<file path="config.mk">
export PLATFORM = sky130hd
export DESIGN_NAME = instr_fetch_unit
export DESIGN_NICKNAME = d
export VERILOG_FILES = /design/src/rtl/instr_fetch_unit.sv
export SDC_FILE = /design/constraint.sdc
export NUM_CORES = 1
export LEC_CHECK = 0
export BUFFER_PORTS_ARGS = -buffer_cell sky130_fd_sc_hd__buf_2
export CORE_AREA = 2 2 105 82
export CTS_CLUSTER_SIZE = 14
export DETAILED_ROUTE_END_ITERATION = 7
export DIE_AREA = 0 0 107 84
export PLACE_DENSITY_LB_ADDON = 0.1
export SETUP_SLACK_MARGIN = 0.4
export SKIP_CTS_REPAIR_TIMING = 1
export SYNTH_ARGS = -nofsm -noshare
export SYNTH_HDL_FRONTEND = slang
export SYNTH_SLANG_ARGS = --single-unit
</file>
<file path="constraint.sdc">
create_clock -name Clock -period 15.3 [get_ports Clock]
set_input_delay 1.53 -clock Clock [delete_from_list [all_inputs] [get_ports Clock]]
set_output_delay 1.53 -clock Clock [all_outputs]
set_load 0.02 [all_outputs]
</file>
<file path="src/rtl/instr_fetch_unit.sv">
// instr_fetch_unit
//   Fetch stage for the 16-bit CPU. It owns the fetch PC and issues one
//   outstanding instruction-memory request at a time. Returned words are
//   queued together with their byte address. A redirect flushes the queue
//   and restarts fetch at the new address.
//
// Ports
//   Clock, Reset            : single clock, synchronous active-high reset
//   IMemReq/IMemAddr        : registered request and even byte address
//   IMemAck/IMemData        : completion strobe and instruction word
//   InstrValid/InstrReady   : queue head handshake toward the datapath
//   Instruction/InstrPC     : queue head word and its byte address (zero when invalid)
//   Redirect/RedirectPC     : flush and restart at RedirectPC (bit 0 forced to 0)
module instr_fetch_unit #(
   parameter logic [15:0] RESET_PC    = 16'h0000,
   parameter int unsigned QUEUE_DEPTH = 2
) (
   input  logic        Clock,
   input  logic        Reset,
   output logic        IMemReq,
   output logic [15:0] IMemAddr,
   input  logic        IMemAck,
   input  logic [15:0] IMemData,
   output logic        InstrValid,
   input  logic        InstrReady,
   output logic [15:0] Instruction,
   output logic [15:0] InstrPC,
   input  logic        Redirect,
   input  logic [15:0] RedirectPC
);

   localparam int unsigned    PW         = $clog2(QUEUE_DEPTH);
   localparam int unsigned    CW         = PW + 1;
   localparam logic [15:0]    RESET_PC_E = RESET_PC & 16'hFFFE;
   localparam logic [CW-1:0]  DEPTH_C    = CW'(QUEUE_DEPTH);

   typedef enum logic [1:0] {IDLE, REQ, DRAIN} state_e;

   state_e          state_q, state_d;
   logic            req_q, req_d;
   logic [15:0]     addr_q, addr_d;
   logic [15:0]     fpc_q, fpc_d;
   logic [CW-1:0]   count_q, count_d;
   logic [PW-1:0]   rd_ptr_q, rd_ptr_d;
   logic [PW-1:0]   wr_ptr_q, wr_ptr_d;
   logic [15:0]     q_instr_q [QUEUE_DEPTH];
   logic [15:0]     q_pc_q    [QUEUE_DEPTH];
   logic            push, pop;
   logic [15:0]     redir_pc;
   logic [15:0]     fpc_inc;

   assign redir_pc = RedirectPC & 16'hFFFE;
   assign fpc_inc  = fpc_q + 16'd2;

   // Head is read straight from queue registers: no path from IMemData.
   assign InstrValid  = (count_q != '0);
   assign Instruction = InstrValid ? q_instr_q[rd_ptr_q] : '0;
   assign InstrPC     = InstrValid ? q_pc_q[rd_ptr_q]    : '0;
   assign IMemReq     = req_q;
   assign IMemAddr    = addr_q;

   always_comb begin
      state_d  = state_q;
      req_d    = req_q;
      addr_d   = addr_q;
      fpc_d    = fpc_q;
      count_d  = count_q;
      rd_ptr_d = rd_ptr_q;
      wr_ptr_d = wr_ptr_q;
      push     = 1'b0;
      pop      = 1'b0;

      if (Redirect) begin
         // Flush wins over any same-cycle push or pop.
         count_d  = '0;
         rd_ptr_d = '0;
         wr_ptr_d = '0;
         fpc_d    = redir_pc;
         if (state_q == IDLE || IMemAck) begin
            state_d = REQ;
            req_d   = 1'b1;
            addr_d  = redir_pc;
         end else begin
            // Request still in flight: keep it stable and discard its data later.
            state_d = DRAIN;
         end
      end else begin
         push     = (state_q == REQ) && IMemAck;
         pop      = InstrValid && InstrReady;
         count_d  = count_q + CW'(push) - CW'(pop);
         rd_ptr_d = rd_ptr_q + PW'(pop);
         wr_ptr_d = wr_ptr_q + PW'(push);
         unique case (state_q)
            IDLE: begin
               if (count_d < DEPTH_C) begin
                  state_d = REQ;
                  req_d   = 1'b1;
                  addr_d  = fpc_q;
               end
            end
            REQ: begin
               if (IMemAck) begin
                  fpc_d = fpc_inc;
                  if (count_d < DEPTH_C) begin
                     addr_d = fpc_inc;
                  end else begin
                     state_d = IDLE;
                     req_d   = 1'b0;
                  end
               end
            end
            DRAIN: begin
               if (IMemAck) begin
                  state_d = REQ;
                  addr_d  = fpc_q;
               end
            end
            default: begin
               state_d = IDLE;
               req_d   = 1'b0;
            end
         endcase
      end
   end

   always_ff @(posedge Clock) begin
      if (Reset) begin
         state_q  <= IDLE;
         req_q    <= 1'b0;
         addr_q   <= RESET_PC_E;
         fpc_q    <= RESET_PC_E;
         count_q  <= '0;
         rd_ptr_q <= '0;
         wr_ptr_q <= '0;
      end else begin
         state_q  <= state_d;
         req_q    <= req_d;
         addr_q   <= addr_d;
         fpc_q    <= fpc_d;
         count_q  <= count_d;
         rd_ptr_q <= rd_ptr_d;
         wr_ptr_q <= wr_ptr_d;
      end
   end

   // Queue storage needs no reset; occupancy is tracked by count_q.
   always_ff @(posedge Clock) begin
      if (!Reset && push) begin
         q_instr_q[wr_ptr_q] <= IMemData;
         q_pc_q[wr_ptr_q]    <= addr_q;
      end
   end

endmodule

</file>
==> impl_metrics.json <==
{
  "crit_type": "flip-flop to output pin",
  "tightest_slew_ps": 1060,
  "final_nets": 530,
  "synthCells": 418,
  "busiest_layer": "met2",
  "crit_required_ps": 13770,
  "r2r_cells": 10,
  "antenna_found_initial": 0,
  "synthArstFlopShare": 0,
  "post_drt_wl_per_cell_um": 15.7,
  "mostFrequentLayoutCells": "83 x buf_2, 62 x edfxtp_1, 54 x nor2_1, 37 x mux2i_1, 36 x dfxtp_1",
  "ys_seq_area_frac": 0.558,
  "hold_depth": 0,
  "die_h_um": 84,
  "critPathLaunchType": "flip-flop",
  "rsz0062_at_grt": "false",
  "finalClockSkew_ps": 8.82,
  "seq_area_sq_um": 2600,
  "clkTransAtPathRegs_ps": 100,
  "power.density_nw_per_um2": 104,
  "dp_hpwl_um": 6340,
  "rows": 29,
  "finalCritPeriodShare": 0.228,
  "period_needed_ps": 3490,
  "synth_cell_type_count": 58,
  "detail-route-antenna-nets": 0,
  "htree_levels": 3,
  "cts_made_buffers": 9,
  "use_met3": 0.0406,
  "ys_ff_latch": 99,
  "r2r-end": "IMemAddr[4]$_SDFFE_PP0P_",
  "finalMaxSlewViolations": 0,
  "arrival_ps": 1960,
  "synth_edf_count": 62,
  "max_freq_ghz": 0.287,
  "leakage_uw": 0.00205,
  "io_pins": 87,
  "dr.pass1.iters": 5,
  "multi_input_area_sq_um": 1890,
  "cts.sinks": 99,
  "die-area_sq_um": 8990,
  "diodes": 0,
  "pre_cts_ws_ps": 11420,
  "slew_headroom": 0.295,
  "ys.flop_type": "edfxtp_1",
  "finalSetupTns_ps": 0,
  "grt_start_max_net_pins": 64,
  "status": "finished clean",
  "timing_hold_violations_final": 0,
  "cap_violations": 0,
  "crit_fanout": 32,
  "initial_core_util": 0.576,
  "power.total_uw": 555,
  "gr-usage-met1": 0.310,
  "drt_iter0_markers": 201,
  "r2r_slack_ps": 11970,
  "final_common_cell": "buf_2",
  "place_congestion": 0.855,
  "routed_wl_um": 9450,
  "grt_pass1_vias": 3095,
  "yosys_warnings": 0,
  "core_sq_um": 8090,
  "clock_latency_ps": 360,
  "grt_pass1_wl_um": 15300,
  "peakVddDrop_mv": 0.0773,
  "hold_path_end": "q_pc_q[0][13]$_DFFE_PP_",
  "fp.dieW_um": 107,
  "syn_to_final_growth_pct": 14.7,
  "synth_area_per_cell_sq_um": 11.2,
  "min_from": "IMemAddr[13]$_SDFFE_PP0P_",
  "hp-class": "flip-flop to flip-flop",
  "grt_use_total": 0.219,
  "portBuffers": 83,
  "fillers": 639,
  "synthesis.area_sq_um": 4660,
  "clockBufferDepth": 2,
  "finalSetupViolations": 0,
  "globalRoute.totalOverflow": 0,
  "cts-root-buf": "clkbuf_8",
  "worst_slack_ps": 11810,
  "r2r-start": "state_q[1]$_SDFFE_PP0P_",
  "drive_above_1_share": 0.243,
  "drt-vias-per-instance": 5.61,
  "cts_tree": "done",
  "end_kind": "output pin",
  "drt_drc_violations_left": 0,
  "met2_usage": 0.340,
  "vias": 3369
}
## logic make-up (layout without fill, tap and decap cells)
| group | Yosys count | count (layout) | share of synthesized area |
|---|---|---|---|
| multiplexers | 37 | 37 | 0.0794 |
| XOR/XNOR | 26 | 26 | 0.0488 |
| adder cells (fa/ha/maj) | 5 | 5 | 0.0134 |
| AO/OA/AOI/OAI | 74 | 74 | 0.122 |
| other | 1 | 2 | 0.000804 |
| flip-flops | 99 | 99 | 0.558 |
| buffers and inverters | 47 | 121 | 0.0410 |
| AND/OR/NAND/NOR | 129 | 129 | 0.137 |
## registers in the layout (all words and copies together) (netlist names)
signal / flops
fpc_q: 15
wr_ptr_q: 1
q_instr_q: 32
rd_ptr_q: 1
q_pc_q: 30
count_q: 2
IMemReq: 1
state_q: 2
IMemAddr: 15
## where the power goes
part / switching (uW) / total [uW] / leakage, uW / internal, uW
registers: 11.4 / 307 / 0.000870 / 295
logic: 48.5 / 76.9 / 0.00107 / 28.5
clock network: 93.4 / 172 / 0.000102 / 78.4
## cell type report
| type | count | area share |
|---|---|---|
| flip-flops and latches | 99 | 0.487 |
| multi-input cells | 273 | 0.353 |
| repair buffers | 87 | 0.0833 |
| well taps | 108 | 0.0253 |
| clock buffers | 9 | 0.0232 |
| clock inverters | 7 | 0.0161 |
| inverters | 18 | 0.0126 |
## worst max-delay path, stage by stage, from the launching register on
cell	delay, ps
dfxtp_2	1010
mux2i_1	270
nor2_1	70
buf_2	200
## cells in the mapped netlist (all sizes together), types with 8 or more instances
| cell type | number | area [sq um] |
|---|---|---|
| a21oi | 17 | 85.1 |
| nor2 | 56 | 213 |
| clkbuf | 14 | 53.8 |
| nand4 | 11 | 75.1 |
| xor2 | 14 | 123 |
| edfxtp | 62 | 1860 |
| dfxtp | 37 | 741 |
| mux2i | 37 | 370 |
| o21a | 8 | 60.1 |
| buf | 15 | 70.1 |
| o21ai | 12 | 63.8 |
| nor3 | 14 | 70.1 |
| nand2 | 16 | 62.6 |
| xnor2 | 12 | 105 |
| inv | 18 | 67.6 |
## per-stage QoR
step                std cells  utilization  instance area (sq um)  hold slack (ps)
detailed placement        585        0.635                   5140              472
floorplan                 419            -                   4670              480
global placement          585        0.635                   5140              467
finish                    601        0.661                   5350              492
CTS                       601        0.661                   5350              496
global route              601        0.661                   5350              518
## worst max path at each step
stage                               start                         to  slack (ps)
CTS                 count_q[1]$_SDFF_PP0_             Instruction[2]       11750
detailed placement                IMemAck   IMemAddr[2]$_SDFFE_PP0P_       11420
global route          rd_ptr_q$_SDFF_PP0_                 InstrPC[5]       11650
finish                rd_ptr_q$_SDFF_PP0_                 InstrPC[5]       11810
floorplan                        Redirect  q_instr_q[1][0]$_DFFE_PP_        9350
global placement                  IMemAck   IMemAddr[4]$_SDFFE_PP0P_       11470
## per-layer routing
layer / vias to the layer above / wire [um]
met5: - / 0
met4: 0 / 127
met3: 11 / 413
met2: 91 / 4320
met1: 1607 / 4590
li1: 1660 / -
Note: power is estimated with default switching activity, not from simulation.
